[config.mk]
export PLATFORM = sky130hd
export DESIGN_NAME = instr_fetch_unit
export DESIGN_NICKNAME = d
export VERILOG_FILES = /design/src/rtl/fetch_pkg.sv /design/src/rtl/fetch_buffer.sv /design/src/rtl/instr_fetch_unit.sv
export SDC_FILE = /design/constraint.sdc
export NUM_CORES = 1
export LEC_CHECK = 0
export BUFFER_PORTS_ARGS = -buffer_cell sky130_fd_sc_hd__clkbuf_2
export CORE_MARGIN = 2
export CORE_UTILIZATION = 60
export DETAILED_ROUTE_END_ITERATION = 8
export MAX_ROUTING_LAYER = met4
export PLACE_DENSITY = 0.86
export SYNTH_ARGS = -nofsm -noshare
export SYNTH_HDL_FRONTEND = slang
export SYNTH_SLANG_ARGS = --single-unit
[constraint.sdc]
create_clock -name clk -period 4.3 [get_ports clk]
set_input_delay 0.43 -clock clk [delete_from_list [all_inputs] [get_ports clk]]
set_output_delay 0.43 -clock clk [all_outputs]
set_load 0.005 [all_outputs]
[src/rtl/fetch_pkg.sv]
`default_nettype none
// ============================================================================
// Module   : fetch_pkg
// Purpose  : Shared types and constants for the instruction fetch front end.
// Revision : 1.0 - initial release
// ============================================================================
package fetch_pkg;

    localparam int          FETCH_ADDR_W = 14;
    localparam logic [31:0] NOP_INSTR    = 32'h0000_0000;

    typedef enum logic [1:0] {
        IDLE = 2'd0,
        REQ  = 2'd1,
        WAIT = 2'd2
    } fetch_state_t;

    typedef struct packed {
        logic                    valid;
        logic [FETCH_ADDR_W-1:0] tag;
        logic [31:0]             data;
    } fetch_entry_t;

endpackage
`default_nettype wire

[src/rtl/fetch_buffer.sv]
`default_nettype none
// ============================================================================
// Module   : fetch_buffer
// Purpose  : Two-entry instruction tag store with hit, probe and victim logic.
// Revision : 1.0 - initial release
// ============================================================================
module fetch_buffer
    import fetch_pkg::*;
#(
    parameter int ADDR_W = FETCH_ADDR_W
) (
    input  logic              clk,
    input  logic              reset,
    input  logic              flush,
    input  logic [ADDR_W-1:0] lookup_tag,
    input  logic [ADDR_W-1:0] probe_tag,
    input  logic              wr_en,
    input  logic [ADDR_W-1:0] wr_tag,
    input  logic [31:0]       wr_data,
    output logic              hit,
    output logic [31:0]       hit_data,
    output logic              probe_hit
);

    typedef struct packed {
        logic              valid;
        logic [ADDR_W-1:0] tag;
        logic [31:0]       data;
    } entry_t;

    entry_t     entry_q [2];
    entry_t     entry_d [2];
    logic [1:0] hit_vec;
    logic [1:0] probe_vec;
    logic       victim;

    generate
        for (genvar i = 0; i < 2; i++) begin : g_entry
            assign hit_vec[i]   = entry_q[i].valid && (entry_q[i].tag == lookup_tag);
            assign probe_vec[i] = entry_q[i].valid && (entry_q[i].tag == probe_tag);
        end
    endgenerate

    assign hit       = |hit_vec;
    assign probe_hit = |probe_vec;
    assign hit_data  = hit_vec[0] ? entry_q[0].data :
                       hit_vec[1] ? entry_q[1].data : NOP_INSTR;

    // Keep the entry serving the current pc; otherwise refill entry 0.
    assign victim = hit_vec[0];

    always_comb begin
        for (int i = 0; i < 2; i++) begin
            entry_d[i] = entry_q[i];
        end
        if (flush) begin
            entry_d[0].valid = 1'b0;
            entry_d[1].valid = 1'b0;
        end else if (wr_en) begin
            entry_d[victim] = '{valid: 1'b1, tag: wr_tag, data: wr_data};
        end
    end

    always_ff @(posedge clk or negedge reset) begin
        if (!reset) begin
            for (int i = 0; i < 2; i++) begin
                entry_q[i] <= '0;
            end
        end else begin
            for (int i = 0; i < 2; i++) begin
                entry_q[i] <= entry_d[i];
            end
        end
    end

endmodule
`default_nettype wire

[src/rtl/instr_fetch_unit.sv]
`default_nettype none
// ============================================================================
// Module   : instr_fetch_unit
// Purpose  : Fetch front end: request FSM, prefetch control and core stall.
// Revision : 1.0 - initial release
// ============================================================================
module instr_fetch_unit
    import fetch_pkg::*;
#(
    parameter int ADDR_W   = FETCH_ADDR_W,
    parameter int PREFETCH = 1
) (
    input  logic              clk,
    input  logic              reset,
    input  logic [31:0]       pc,
    input  logic              flush,
    output logic [31:0]       instr,
    output logic              stall,
    output logic              imemReq,
    output logic [ADDR_W-1:0] imemAddr,
    input  logic              imemReady,
    input  logic              imemRvalid,
    input  logic [31:0]       imemRdata
);

    fetch_state_t      state_q, state_d;
    logic [ADDR_W-1:0] addr_q, addr_d;
    logic              req_q, req_d;
    logic              drop_q, drop_d;

    logic [ADDR_W-1:0] pc_tag;
    logic [ADDR_W-1:0] next_tag;
    logic              hit;
    logic              probe_hit;
    logic [31:0]       hit_data;
    logic              wr_en;
    logic              unused_pc_bits;

    assign pc_tag         = pc[ADDR_W+1:2];
    assign next_tag       = pc_tag + ADDR_W'(1);
    assign unused_pc_bits = ^{pc[31:ADDR_W+2], pc[1:0]};

    fetch_buffer #(
        .ADDR_W (ADDR_W)
    ) u_buffer (
        .clk        (clk),
        .reset      (reset),
        .flush      (flush),
        .lookup_tag (pc_tag),
        .probe_tag  (next_tag),
        .wr_en      (wr_en),
        .wr_tag     (addr_q),
        .wr_data    (imemRdata),
        .hit        (hit),
        .hit_data   (hit_data),
        .probe_hit  (probe_hit)
    );

    always_comb begin
        state_d = state_q;
        addr_d  = addr_q;
        req_d   = req_q;
        drop_d  = drop_q;
        wr_en   = 1'b0;

        case (state_q)
            IDLE: begin
                if (!hit) begin
                    addr_d  = pc_tag;
                    req_d   = 1'b1;
                    state_d = REQ;
                end else if ((PREFETCH != 0) && !probe_hit) begin
                    addr_d  = next_tag;
                    req_d   = 1'b1;
                    state_d = REQ;
                end
            end
            REQ: begin
                if (imemReady) begin
                    req_d   = 1'b0;
                    state_d = WAIT;
                end
            end
            WAIT: begin
                if (imemRvalid) begin
                    wr_en   = !drop_q && !flush;
                    state_d = IDLE;
                end
            end
            default: begin
                req_d   = 1'b0;
                state_d = IDLE;
            end
        endcase

        // The response that ends WAIT consumes any pending drop.
        if ((state_q == WAIT) && imemRvalid) begin
            drop_d = 1'b0;
        end else if (flush && (state_q != IDLE)) begin
            drop_d = 1'b1;
        end
    end

    always_ff @(posedge clk or negedge reset) begin
        if (!reset) begin
            state_q <= IDLE;
            addr_q  <= '0;
            req_q   <= 1'b0;
            drop_q  <= 1'b0;
        end else begin
            state_q <= state_d;
            addr_q  <= addr_d;
            req_q   <= req_d;
            drop_q  <= drop_d;
        end
    end

    assign stall    = !hit;
    assign instr    = hit ? hit_data : NOP_INSTR;
    assign imemReq  = req_q;
    assign imemAddr = addr_q;

endmodule
`default_nettype wire
---- Word level (Yosys, flattened, before mapping) ----
Index checks and enable logic that the tools add are counted.
cells by class
  add/subtract/negate cells ............... 1
  multiply operators ...................... 0
  divide/modulo/power cells ............... 0
  $lt $le $gt $ge ......................... 2
  equality and inequality tests ........... 10
  shift operators ......................... 0
  mux-type cells .......................... 24
  bitwise operators ....................... 3
  reductions and logical operators ........ 21
operator list
  kind                                                                   count
  32-bit two-way mux                                                     3
  94-bit bitwise mux                                                     1
  94-bit two-way mux                                                     1
  14-bit equality test                                                   4
  47-bit demux with 1-bit select                                         1
  47-bit two-way mux                                                     1
  14-bit two-way mux                                                     2
  14-bit by 1-bit adder with 14-bit output, second input constant        1
  1-bit two-way mux                                                      9
  1-bit logical AND                                                      8
  2-bit two-way mux                                                      4
  2-bit inequality test, second input constant                           3
  2-bit case mux with 3 select lines                                     1
  3-bit AND reduction                                                    2
  2-bit nonzero test                                                     3
  2-bit AND reduction                                                    2
  2-bit OR reduction                                                     2
  1-bit zero test                                                        3
  3-bit inequality test, second input constant                           1
  1-bit case mux with 3 select lines                                     1
  2-bit by 1-bit equality test with 1-bit output, second input constant  1
  2-bit equality test, second input constant                             1
  2-bit greater-or-equal comparator, second input constant               1
  2-bit zero test                                                        1
  other kinds (3)                                                        4
storage, ports and cells
  bits in registers ....................... 112
  latch bits .............................. 0
  bits in writable memories ............... 0
  memory bits (read-only) ................. 0
  bits of input ports ..................... 69
  output and inout bits ................... 48
  word-level logic and storage cells ...... 71
  memories kept ........................... 0

---- Logic depth before layout (Yosys ltp) ----
  depth after elaboration ................. 10
  mapped depth ............................ 13
  mapped depth without buffers ............ 9

---- By module ----
From an unflattened synthesis, not the netlist that was laid out.
second synthesis, totals
  cell total of the unflattened synthesis .. 554
  area, all modules ....................... 6102.1 um2
by module, submodules not included
  module            instances  cells an instance  area each (um2)  sequential area each (um2)
  fetch_buffer      1          385                4693.3           2352.3
  instr_fetch_unit  1          169                1408.9           450.4

---- Worst setup path before layout ----
Ideal clock, no wire load.
  path kind ............................... input to register
  start point ............................. in pc[2]
  end point ............................... reg addr_q[10], in the netlist imemAddr[10]
  library setup time ...................... 0.125 ns
  arrival ................................. 2.459 ns
  data required time ...................... 4.175 ns
  path slack .............................. 1.716 ns
  stages .................................. 10
  buffers on the path ..................... 1
  cell sequence ........................... ha_1 buf_2 nand3_1 nor3_1 xnor2_1 o2111ai_1 a2111oi_4 a21oi_2 o21ai_4 mux2_2
on the way
  longest elaborated chain between the ends .. 6
  elaborated cells on any way between the ends .. 15
  those cells by class .................... add/sub (1); eq/ne (5); mux (2); reduce/logical (7)
ends and longest elaborated chain
  item                                      line                     text
  start, declared                           instr_fetch_unit.sv:15   input logic [31:0] pc,
  14-bit by 1-bit adder with 14-bit output  instr_fetch_unit.sv:40   assign next_tag = pc_tag + ADDR_W'(1);
  14-bit equality test                      fetch_buffer.sv:40       assign probe_vec[i] = entry_q[i].valid && (entry_q[i].tag == probe_tag);
  1-bit logical AND                         fetch_buffer.sv:40
  2-bit OR reduction                        fetch_buffer.sv:45       assign probe_hit = |probe_vec;
  2-bit inequality test (no line)           -
  2-bit AND reduction (no line)             -
  end signal, assigned                      instr_fetch_unit.sv:112  addr_q <= addr_d;
  end, declared                             instr_fetch_unit.sv:27   logic [ADDR_W-1:0] addr_q, addr_d;
Parallel ways exist; a longest one is shown, timed or not. The select of a mux whose other input is x is not followed.
A chain may end at the register's enable or synchronous reset.

---- Final worst setup path ----
  start point ............................. in pc[2]
  end point ............................... reg addr_q[13], in the netlist imemAddr[13]
Same word-level chain as after synthesis.

==> results by group <==
Clocking
  • CTS Hold Bufs: 0
  • Reg clk slew, reported paths: 0.11 ns
  • CTS tree: done
  • Setup Fix Bufs, Post-CTS: 0
  • Worst-Skew Late Latency: 0.39 ns
  • Clk buf depth: 2
  • Clk sink count: roughly 110
  • Root buffer cell: clkbuf_8
  • # H-tree levels: 3
  • Total CTS buffers: 9
  • Cts repair resizes: 0

Setup path
  • Startpoint types: input port
  • Crit-path max cell delay: between 0.3 and 0.4 ns
  • Crit path DAT: 3.52 ns
  • CP max stage cell: a2111oi_4
  • Cell chain of the critical path: clkbuf_2 -> ha_1 -> nand3_1 -> nor3_1 -> xnor2_1 -> o2111ai_1 -> a2111oi_4 -> a21oi_2 -> buf_4 -> o21ai_4 -> mux2_2
  • Data required time of the worst path: 4.58 ns
  • Critical-path maximum fanout: 12
  • Crit path capture type: flop
  • Kind of critical path: in2reg

STA
  • Slew @ Worst Pin: ~1.1 ns
  • Period utilisation layout: about 75%
  • Min Hold Slack: around 0.18 ns
  • RSZ-0062 raised after global routing: false
  • Min cycle time layout: around 3.2 ns
  • Final Hold Vio Count: 0
  • Layout Skew: roughly 0.011 ns
  • Relative max-transition margin: about 25%
  • Final count of negative-setup-slack endpoints: 0
  • Max Clk Rate: 0.308 GHz
  • Pins Over Slew Limit: 0
  • Setup TNS: 0 ns

GRT
  • GRT Total Usage: a little over a quarter
  • Initial antenna violation count: 0
  • Largest net degree at the start of global routing: 80
  • Vias in the first global route: roughly 4600
  • First-pass GRT wire length: 22700 um
  • Grt ovf: 0

Logic synthesis
  • Most frequent cells after synthesis: 112 x dfrtp_1, 97 x mux2_2, 34 x xnor2_1
  • Synth unique cells: 58
  • Post-Syn Nets: approximately 600
  • Post-Syn Instances: ~520
  • Sequential-to-total area share from yosys stat: 47.0%
  • Most used DFF post-synth: dfrtp_1
  • Mean Syn Cell Area: roughly 11 um2
  • Synth async-reset ratio: between 90% and 100%
  • Area share of the largest cell type after synthesis: between 40% and 50%
  • #FFs+latches synth: between 100 and 150
  • Post-synth EDFFs: 0
  • Top-count cell post-synth: dfrtp_1
  • Synthesized area: between 5000 and 6000 um2
  • Dominant cell type by area after synthesis: dfrtp_1
  • Warnings from Yosys: 0
  • Top cells by area, synth: dfrtp_1 47%, mux2_2 18%, xnor2_1 5.0%

Place
  • Placed cell area: approximately 6500 um2
  • Post-DP HPWL: just under 10000 um
  • Port bufs: 98
  • Placer Congestion: a little under 1
  • Placed insts: a little over 700

Cells and area
  • Nets: ~670
  • Post-route cell area: ~6700 um2
  • Area delta synth->final: 12.1%
  • Number of diodes: 0
  • Share of cells above drive strength 1: 39.2%
  • Post-route insts no fill: 733

Drt
  • Final WL: around 14000 um
  • Starting DRT DRC Count: around 270
  • Avg WL per Cell: between 15 and 20 um
  • Post-DR vias/cell: roughly 6.0
  • DRT antenna net count: 0
  • First-pass iteration count of the detailed router: 5
  • Routed vias: 4417
  • Residual DRC: 0

Power and ir drop
  • Leakage: about 0.0032 uW
  • PD cells: around 440 nW/um2
  • Total Power: roughly 3000 uW
  • Worst IR drop on VDD: 0.244 mV

Floorplanning
  • DIE HEIGHT: between 100 and 150 um
  • Starting density of the core: 61.3%
  • Row cnt: 36
  • Number of top-level pins: 117
  • Core Area: between 9000 and 10000 um2
  • Die width: about 100 um
  • Area of the die: between 10000 and 15000 um2

Hold path
  • Type of the most critical hold path: in2async

Flow run
  • Max-cap violations: 0

Status
  • Status: finished, final reports clean
[per-layer routing]
layer  routed length [um]  up-vias  GRT usage (%)
li1                     -     2039              -
met3                  745       33           4.03
met2                 6740      145           43.2
met5                    0        -              -
met1                 6090     2200           34.6
met4                  408        0           12.1
[power breakdown]
group / total [uW] / switching, uW / leakage [uW] / internal, uW
clock: 624 / 376 / 0.000102 / 248
sequential: 1530 / 208 / 0.00150 / 1320
combinational: 790 / 388 / 0.00159 / 402
total: 2940 / 972 / 0.00319 / 1970
[through the flow]
step                setup WS [ns]  utilization, %
floorplan                    1.72               -
global placement            0.767            66.8
detailed placement          0.698            66.8
CTS                          1.10            68.8
global route                0.809            68.8
finish                       1.06            68.8
[logic make-up (layout without fill, tap and decap cells)]
logic type / Yosys count / after routing / synth area share (%)
AND/OR/NAND/NOR: 117 / 117 / 11.1
flip-flops: 112 / 112 / 47.0
multiplexers: 97 / 97 / 18.3
AO/OA/AOI/OAI: 92 / 92 / 12.2
XOR/XNOR: 50 / 50 / 7.34
buffers and inverters: 50 / 131 / 3.92
adder cells (fa/ha/maj): 1 / 1 / 0.210
[critical path: cells and delay by family]
kind                       cells  cell delay (ns)
adders and majority gates      1             0.37
muxes                          1             0.39
AOI/OAI and AO/OA              4             1.09
xor gates and xnor gates       1             0.19
buffers and inverters          2             0.44
and+or+nand+nor                2             0.59
[final timing paths]
| path | startpoint | end | slack [ns] | depth (start not counted) |
|---|---|---|---|---|
| worst min-delay path | reset | imemAddr[12]$_DFFE_PN0P_ | 0.18 | 1 |
| max in group asynchronous | reset | u_buffer.entry_q[15]$_DFFE_PN0P_ | 3.10 | 2 |
| min in group clk | imemRvalid | state_q[1]$_DFFE_PN0P_ | 0.25 | 2 |
| worst max register to register | u_buffer.entry_q[84]$_DFFE_PN0P_ | imemAddr[13]$_DFFE_PN0P_ | 1.40 | 9 |
| worst min register to register | imemReq$_DFFE_PN0P_ | imemReq$_DFFE_PN0P_ | 0.49 | 2 |
| worst max-delay path | pc[2] | imemAddr[13]$_DFFE_PN0P_ | 1.06 | 11 |
[flip-flops by register name, indices dropped and copies added (netlist names)]
register	flops
u_buffer.entry_q	94
drop_q	1
state_q	2
imemAddr	14
imemReq	1
[layout make-up]
| class | instances | area (um2) |
|---|---|---|
| clock inverters | 5 | 38.8 |
| well taps | 133 | 166 |
| multi-input cells | 357 | 2940 |
| fillers | 760 | 3040 |
| flip-flops and latches | 112 | 2800 |
| inverters | 9 | 33.8 |
| repair buffers | 106 | 553 |
| clock buffers | 11 | 151 |
[cell usage in the layout, fill, tap and decap left out, drive strengths merged, types with 13 or more instances in the layout]
cell type,Yosys,final
dfrtp,112,112
clkbuf,15,108
mux2,97,97
xnor2,34,34
nand2,33,33
a22o,32,32
xor2,16,16
nand4,14,14
nand3,13,13
nor3,13,13
Note: power is estimated with default switching activity, not from simulation.
